--- config.mk ---
export PLATFORM = sky130hd
export DESIGN_NAME = uart_rx_fsm
export DESIGN_NICKNAME = d
export VERILOG_FILES = /design/src/rtl/uart_pkg.sv /design/src/rtl/edge_bit_counter.sv /design/src/rtl/uart_rx_fsm.sv
export SDC_FILE = /design/constraint.sdc
export NUM_CORES = 1
export LEC_CHECK = 0
export ABC_AREA = 1
export BUFFER_PORTS_ARGS = -buffer_cell sky130_fd_sc_hd__buf_2
export CORE_UTILIZATION = 35
export CTS_BUF_LIST = sky130_fd_sc_hd__clkbuf_8
export DETAILED_ROUTE_END_ITERATION = 10
export HOLD_SLACK_MARGIN = 0.08
export PLACE_DENSITY = 0.56
export SYNTH_ARGS = -nofsm -noshare
export SYNTH_HDL_FRONTEND = slang
export SYNTH_SLANG_ARGS = --single-unit
export TNS_END_PERCENT = 1
--- constraint.sdc ---
create_clock -name clk -period 1.6 [get_ports clk]
set_input_delay 0.32 -clock clk [delete_from_list [all_inputs] [get_ports clk]]
set_output_delay 0.32 -clock clk [all_outputs]
set_load 0.02 [all_outputs]
--- src/rtl/uart_pkg.sv ---
// rtl/uart_pkg.sv - shared state encoding and constants for the UART receiver
// UART_RX_PARITY_EN adds the PARITY state to rx_state_e.
`ifndef WIDTH
`define WIDTH 8
`endif

package uart_pkg;

  localparam int UART_WIDTH = `WIDTH;

  localparam logic [5:0] PRESCALE_8  = 6'd8;
  localparam logic [5:0] PRESCALE_16 = 6'd16;
  localparam logic [5:0] PRESCALE_32 = 6'd32;

`ifdef UART_RX_PARITY_EN
  typedef enum logic [2:0] {IDLE, START, DATA, PARITY, STOP, DONE} rx_state_e;
`else
  typedef enum logic [2:0] {IDLE, START, DATA, STOP, DONE} rx_state_e;
`endif

  // Anything that is not a supported ratio falls back to 8x oversampling.
  function automatic logic [5:0] legal_prescale(input logic [5:0] p);
    if (p == PRESCALE_16 || p == PRESCALE_32) begin
      return p;
    end
    return PRESCALE_8;
  endfunction

endpackage

--- src/rtl/edge_bit_counter.sv ---
// rtl/edge_bit_counter.sv - oversampling edge counter and bit counter for the UART receiver
// Both counters hold at zero whenever enable is low.
module edge_bit_counter #(
  parameter int BIT_W = 4
) (
  input  logic             clk,
  input  logic             reset_n,
  input  logic             enable,
  input  logic [5:0]       prescale,
  output logic [5:0]       edge_cnt,
  output logic [BIT_W-1:0] bit_cnt,
  output logic             edge_wrap
);

  assign edge_wrap = enable && (edge_cnt == prescale - 6'd1);

  always_ff @(posedge clk or negedge reset_n) begin
    if (!reset_n) begin
      edge_cnt <= 6'd0;
      bit_cnt  <= '0;
    end else if (!enable) begin
      edge_cnt <= 6'd0;
      bit_cnt  <= '0;
    end else if (edge_wrap) begin
      edge_cnt <= 6'd0;
      bit_cnt  <= bit_cnt + 1'b1;
    end else begin
      edge_cnt <= edge_cnt + 6'd1;
    end
  end

endmodule

--- src/rtl/uart_rx_fsm.sv ---
// rtl/uart_rx_fsm.sv - UART receive frame controller steering an external sampler and deserializer
// Define UART_RX_PARITY_EN to add the parity bit, parity_type_in and parity_error_out.
module uart_rx_fsm
  import uart_pkg::*;
#(
  parameter int WIDTH = UART_WIDTH
) (
  input  logic       clk,
  input  logic       reset_n,
  input  logic       rx_in,
  input  logic       sampled_bit_in,
  input  logic [5:0] prescale_in,
`ifdef UART_RX_PARITY_EN
  input  logic       parity_type_in,
  output logic       parity_error_out,
`endif
  output logic       sample_en_out,
  output logic       des_en_out,
  output logic       data_valid_out,
  output logic       stop_error_out,
  output logic       busy_out
);

  localparam int CNT_W = $clog2(WIDTH + 4);
  localparam logic [CNT_W-1:0] LAST_DATA = CNT_W'(WIDTH);

  rx_state_e        state;
  logic [5:0]       prescale_q;
  logic [CNT_W-1:0] bit_cnt;
  logic             edge_wrap;
  logic [5:0]       edge_cnt_unused;
  logic             stop_err;
`ifdef UART_RX_PARITY_EN
  logic             parity_acc;
  logic             parity_err;
`endif

  // The counter runs exactly while the sampler is enabled, so it clears in IDLE and DONE.
  edge_bit_counter #(
    .BIT_W(CNT_W)
  ) u_counter (
    .clk       (clk),
    .reset_n   (reset_n),
    .enable    (sample_en_out),
    .prescale  (prescale_q),
    .edge_cnt  (edge_cnt_unused),
    .bit_cnt   (bit_cnt),
    .edge_wrap (edge_wrap)
  );

  always_ff @(posedge clk or negedge reset_n) begin
    if (!reset_n) begin
      state            <= IDLE;
      prescale_q       <= PRESCALE_8;
      stop_err         <= 1'b0;
      sample_en_out    <= 1'b0;
      des_en_out       <= 1'b0;
      data_valid_out   <= 1'b0;
      stop_error_out   <= 1'b0;
      busy_out         <= 1'b0;
`ifdef UART_RX_PARITY_EN
      parity_acc       <= 1'b0;
      parity_err       <= 1'b0;
      parity_error_out <= 1'b0;
`endif
    end else begin
      des_en_out     <= 1'b0;
      data_valid_out <= 1'b0;
      stop_error_out <= 1'b0;
`ifdef UART_RX_PARITY_EN
      parity_error_out <= 1'b0;
`endif
      case (state)
        IDLE: begin
          stop_err <= 1'b0;
`ifdef UART_RX_PARITY_EN
          parity_acc <= 1'b0;
          parity_err <= 1'b0;
`endif
          if (!rx_in) begin
            state         <= START;
            prescale_q    <= legal_prescale(prescale_in);
            sample_en_out <= 1'b1;
            busy_out      <= 1'b1;
          end
        end
        START: begin
          if (edge_wrap) begin
            if (sampled_bit_in) begin
              // Start bit did not hold low through the bit: treat it as line noise.
              state         <= IDLE;
              sample_en_out <= 1'b0;
              busy_out      <= 1'b0;
            end else begin
              state <= DATA;
            end
          end
        end
        DATA: begin
          if (edge_wrap) begin
            des_en_out <= 1'b1;
`ifdef UART_RX_PARITY_EN
            parity_acc <= parity_acc ^ sampled_bit_in;
            if (bit_cnt == LAST_DATA) begin
              state <= PARITY;
            end
`else
            if (bit_cnt == LAST_DATA) begin
              state <= STOP;
            end
`endif
          end
        end
`ifdef UART_RX_PARITY_EN
        PARITY: begin
          if (edge_wrap) begin
            parity_err <= sampled_bit_in != (parity_acc ^ parity_type_in);
            state      <= STOP;
          end
        end
`endif
        STOP: begin
          if (edge_wrap) begin
            stop_err       <= !sampled_bit_in;
            stop_error_out <= !sampled_bit_in;
            sample_en_out  <= 1'b0;
            state          <= DONE;
          end
        end
        DONE: begin
`ifdef UART_RX_PARITY_EN
          data_valid_out   <= !parity_err && !stop_err;
          parity_error_out <= parity_err;
`else
          data_valid_out   <= !stop_err;
`endif
          busy_out <= 1'b0;
          state    <= IDLE;
        end
        default: begin
          state         <= IDLE;
          sample_en_out <= 1'b0;
          busy_out      <= 1'b0;
        end
      endcase
    end
  end

endmodule
# ---- Word-level counts from Yosys, hierarchy flattened
# Index checks and enable logic that the tools add are counted.
dict set report totals {
  output_inout_bits 5
  inputBits 10
  wordCells 73
  reg_bits 25
}
dict set report op_classes {
  n_eq_ne 15
  n_reduce_logical 13
  add_sub_neg 3
  bitwise 3
  muxes 29
}
# cell count
set op_table {}
lappend op_table {{$mux 6} 4}
lappend op_table {{$mux 3} 5}
lappend op_table {{$mux 1} 13}
lappend op_table {{$ne 2x2->1 const B} 6}
lappend op_table {{$pmux 3 s4} 1}
lappend op_table {{$reduce_and 5->1} 2}
lappend op_table {{$mux 4} 2}
lappend op_table {{$add 6x1->6 const B} 1}
lappend op_table {{$eq 3x2->1 const B} 2}
lappend op_table {{$eq 6x5->1 const B} 1}
lappend op_table {{$eq 6x6->1} 1}
lappend op_table {{$eq 6x6->1 const B} 1}
lappend op_table {{$sub 6x1->6 const B} 1}
lappend op_table {{$add 4x1->4 const B} 1}
lappend op_table {{$eq 4x4->1 const B} 1}
lappend op_table {{$pmux 1 s4} 1}
lappend op_table {{$reduce_and 2->1} 2}
lappend op_table {{$reduce_and 4->1} 1}
lappend op_table {{$reduce_or 2->1} 2}
lappend op_table {{$eq 3x1->1 const B} 1}
lappend op_table {{$eq 3x3->1 const B} 1}
lappend op_table {{$logic_not 3->1} 1}
lappend op_table {{$not 1->1} 3}
lappend op_table {{$pmux 1 s3} 1}
lappend op_table {{7 further kinds} 8}

# ---- Depth between registers and ports, before layout
dict set report depth {
  depth_word 6
  ltp_mapped 14
  ltp_nobuf 14
}

# ---- Modules after synthesis
# From an unflattened synthesis, not the netlist that was laid out.
dict set report unflattened {
  cells_unflattened 192
  hier_area_um2 1471.4
}
# module instances area_per_inst_um2 cells_each
set modules_own_cells {}
lappend modules_own_cells {edge_bit_counter 1 780.7 112}
lappend modules_own_cells {uart_rx_fsm 1 690.7 80}

# ---- Worst setup path after synthesis
# OpenSTA, ideal clock, no wires.
dict set report synth_timing {
  path_kind {reg-to-reg}
  startpoint {register prescale_q[0]}
  endpoint {register state[1]}
  t_required_ns 1.483
  synth_period_minus_slack_ns 1.666
  slack_ns -0.066
  setup_ns 0.117
  arrival_ns 1.549
  n_path_buf 0
  path_stages_with_launch 12
  cell_sequence {dfrtp_1 > inv_1 > ha_1 > xnor2_1 > nor2_2 > nand3_4 > nor2_8 > nand3_2 > nand2_2 > nand3_1 > nand2_1 > nand2_1}
}
dict set report synth_between {
  elab_chain_len 5
}
# item line
set synth_lines {}
lappend synth_lines {{start, declared} uart_rx_fsm.sv:28} ;# logic [5:0] prescale_q;
lappend synth_lines {{start signal, assigned} uart_rx_fsm.sv:82} ;# prescale_q <= legal_prescale(prescale_in);
lappend synth_lines {{$sub 6x1->6 *} edge_bit_counter.sv:15} ;# assign edge_wrap = enable && (edge_cnt == prescale - 6'd1);
lappend synth_lines {{$eq 6x6->1 *} edge_bit_counter.sv:15}
lappend synth_lines {{$logic_and 1x1->1 *} edge_bit_counter.sv:15}
lappend synth_lines {{$ne 2x2->1 (no source line)} n/a}
lappend synth_lines {{$reduce_and 5->1 (no source line) *} n/a}
lappend synth_lines {{end signal, assigned} uart_rx_fsm.sv:53} ;# state <= IDLE;
lappend synth_lines {{end signal, assigned} uart_rx_fsm.sv:81} ;# state <= START;
lappend synth_lines {{end signal, assigned} uart_rx_fsm.sv:91} ;# state <= IDLE;
lappend synth_lines {{end, declared} uart_rx_fsm.sv:27} ;# rx_state_e state;
# Mark *: on every way between the ends. The rest lies on a longest branch, timed or not.
# A chain may end at the register's enable or synchronous reset.

# ---- Worst setup path after layout
dict set report layout_timing {
  startpoint {register prescale_q[0]}
  endpoint {register sample_en_out}
}
dict set report layout_between {
  elab_chain_len 5
}
# item line
set layout_lines {}
lappend layout_lines {{$sub 6x1->6 *} edge_bit_counter.sv:15}
lappend layout_lines {{$eq 6x6->1 *} edge_bit_counter.sv:15}
lappend layout_lines {{$logic_and 1x1->1 *} edge_bit_counter.sv:15}
lappend layout_lines {{$ne 2x2->1 (no source line)} n/a}
lappend layout_lines {{$reduce_and 5->1 (no source line) *} n/a}
lappend layout_lines {{end signal, assigned} uart_rx_fsm.sv:56} ;# sample_en_out <= 1'b0;
lappend layout_lines {{end signal, assigned} uart_rx_fsm.sv:83} ;# sample_en_out <= 1'b1;
lappend layout_lines {{end signal, assigned} uart_rx_fsm.sv:92} ;# sample_en_out <= 1'b0;
lappend layout_lines {{end, declared} uart_rx_fsm.sv:17} ;# output logic sample_en_out,
# Marked as above.

==> impl_results.md <==
* # setup viols final at 8
* FF-to-FF path depth at 11
* Synth area leaders: dfrtp_1 44%, nand2_1 12%, inv_1 7.7%
* Max Slew Vio Count at 0
* DIE HEIGHT at ~65 um
* Max clock buf depth at 2
* H-tree lvl count at 1
* Status: complete, but fails checks
* WL/cell at roughly 11 um
* Slew HR at 0.619
* Final Power at ~1.3 mW
* CP arrival at between 1.5 and 2 ns
* Final min period at 1.67 ns
* Fin area at approximately 1700 sq um
* Mapped cell area at roughly 1400 sq um
* Num Clock Sinks at 25
* RSZ-0062 raised after global routing: yes
* Worst Hold Launch: sampled_bit_in
* Via count at around 1.1k
* P&R area growth vs syn at 23.3%
* Global-route wire length before repair at just under 5000 um
* Dpl ws at -0.169 ns
* Crit path max fanout at 4
* Leak pwr at around 0.9 nW
* CTS tree: done
* Port Buf Inserts at 14
* Row Count at 22
* Fraction of layout cells with a size suffix above 1 at 0.255
* Hold Fails Final Rpt at 0
* Root buffer cell: clkbuf_8
* Grt ovf at 0
* Post-route antenna net violation count at 0
* Initial antenna violation count at 0
* Post-synthesis simple-gate area fraction at 0.347
* Fmax at around 600 MHz
* Synth Area per Inst at 7.90 sq um
* Synth Area in Compound Gates at 0.0467
* Via density per instance at roughly 4.5
* Post-route DRC at 0
* Reg2reg end: sample_en_out$_DFFE_PN0P_
* Worst setup EP type: register
* # IOs at 15
* Yosys cell types at 26
* Failing checks: setup timing
* Post-route setup TNS at -0.350 ns
* CP Capture Point: sample_en_out$_DFFE_PN0P_
* # Max-Cap Violations at 0
* Net Count, Synth at ~190
* GPL Wtd Cong at approximately 0.76
* Post-synthesis sequential area ratio at 0.458
* Nets@finish at 219
* Post-DP Area at approximately 1600 sq um
* PD cells at roughly 750 nW/um^2
* Synth area leader: dfrtp_1
* Most common cell after layout, fill and taps aside: nand2_1
* Setup slack, reg-to-reg at -0.07 ns
* CTS Buf Count at 3
* Core box area at about 3700 sq um
* Min-Delay Path Class: input pin to register
* Commonest cells after routing, fill and taps aside: 43 x nand2_1, 26 x inv_1, 24 x dfrtp_1
* Max VDD drop at around 0.00044 V
* Mapped Cells at approximately 170
* CP startpoint kind: register
* Final Worst Setup Slack at -0.0747 ns
* Required @ worst endpoint at 1.76 ns
* CTS clk-pin slew, worst paths at about 0.090 ns
* Overall Global Routing Usage at 0.156
* Total wire length at about 2800 um
* Main combinational cell family by area after synthesis: simple AND/OR/NAND/NOR gates
* Mux share of post-synthesis cell area at 0
* Clock latency on the worst-skew pair at 0.27 ns
* Final HPWL DP at 2150 um
* Setup Skew at roughly 0.0016 ns
* Flops & latches, synth at 25
* First-pass detailed-route iteration total at 5
* Vias in the first global route at approximately 1.1k
* WS Path Type: register to register
* Pin count of the biggest net entering global routing at 26
* Adder-Cell Fraction of Synth Area at 0.0366
* Yosys warns at 0
* Antenna Cells at 0
* Worst slew pin tran at between 0.5 and 0.6 ns
* # fillers at slightly below 400
* Post-Synth XOR/XNOR Area at 0.0320
* Crit path launch: prescale_q[0]$_DFFE_PN0P_
* Synth top area share at 0.439
* Initial Util at 0.368
* R2R Path Start: prescale_q[0]$_DFFE_PN0P_
* Drt initial violations at 54
* Die X at roughly 65 um
* Die area at 4160 sq um
* Final worst path period share at 1.05
layer usage:
layer	global-route usage	vias up	wire length [um]
met5	0	-	0
met4	0.0583	0	40
met3	0.0317	4	47
met2	0.284	10	1510
met1	0.176	528	1240
li1	-	599	-
per-stage QoR:
| step | utilization | hold slack, ns | cells |
|---|---|---|---|
| 3_3_place_gp | 0.428 | 0.350 | 244 |
| 5_1_grt | 0.454 | 0.222 | 252 |
| 4_1_cts | 0.453 | 0.220 | 252 |
| 6_report | 0.454 | 0.231 | 252 |
| 2_1_floorplan | - | 0.0244 | 173 |
| 3_5_place_dp | 0.428 | 0.351 | 244 |
cell type report:
type,instances,area [sq um],area share
Inverter,29,109,0.0645
Sequential cell,25,627,0.372
Tap cell,48,60.1,0.0356
Multi-Input combinational cell,119,674,0.400
Clock inverter,1,5.00,0.00297
Clock buffer,3,41.3,0.0245
Timing Repair Buffer,27,170,0.101
kinds of logic after synthesis:
kind of cell / after synthesis
xor gates and xnor gates: 5
buffers and inverters: 29
and+or+nand+nor: 98
AOI/OAI and AO/OA: 12
DFF: 25
adders and majority gates: 4
state kept, by name, summed over array words and instances, names as in the netlist:
signal and cells:
des_en_out 1, u_counter.edge_cnt 6, stop_error_out 1, prescale_q 6, stop_err 1, busy_out 1
u_counter.bit_cnt 4, data_valid_out 1, state 3, sample_en_out 1
report_power, final:
group | internal (mW) | switching [mW] | total [mW]
logic | 0.0730 | 0.116 | 0.189
clock network | 0.174 | 0.202 | 0.376
registers | 0.670 | 0.0305 | 0.700
worst min-delay path by stage:
stage                           endpoint  slack, ns  depth (start not counted)
2_1_floorplan       busy_out$_DFFE_PN0P_       0.02                          0
3_3_place_gp   prescale_q[2]$_DFFE_PN0P_       0.35                          1
3_5_place_dp   prescale_q[2]$_DFFE_PN0P_       0.35                          1
4_1_cts         stop_error_out$_DFF_PN0_       0.22                          2
5_1_grt         stop_error_out$_DFF_PN0_       0.22                          2
6_report        stop_error_out$_DFF_PN0_       0.23                          2
what timing repair did:
item	4_1_cts	5_1_grt
resized for setup	3	3
hold buffers	1	0
buffers inserted	3	0
hold endpoints to repair	24	0
endpoints found under the setup margin	18	18
pin swaps	3	2
worst max-delay path, cell delays in order, from the launching register on:
cell	delay [ns]
dfrtp_1	0.40
inv_2	0.08
ha_4	0.20
xnor2_2	0.13
nor2_2	0.14
nand3_4	0.13
nor2_8	0.14
nand2_4	0.08
nand2_4	0.10
nand2_1	0.05
nand2_1	0.05
nand2_1	0.05
synthesized netlist by cell type:
cell type,count
dfstp_2,1
ha_1,4
nand2_1,43
inv_2,1
and3b_1,1
nand3_1,20
xor2_1,2
nand3b_1,1
nand3_4,1
nor4_1,1
xnor2_1,3
or2_2,1
dfrtp_1,24
nor2_8,1
nor3_1,1
nand4_1,1
nor2_2,1
inv_1,28
nor2_1,21
o21ai_1,1
o21ai_2,1
nand2_4,3
nand2_2,1
a21oi_1,3
o21ai_0,7
nand3_2,1
(Power assumes the default switching activity.)
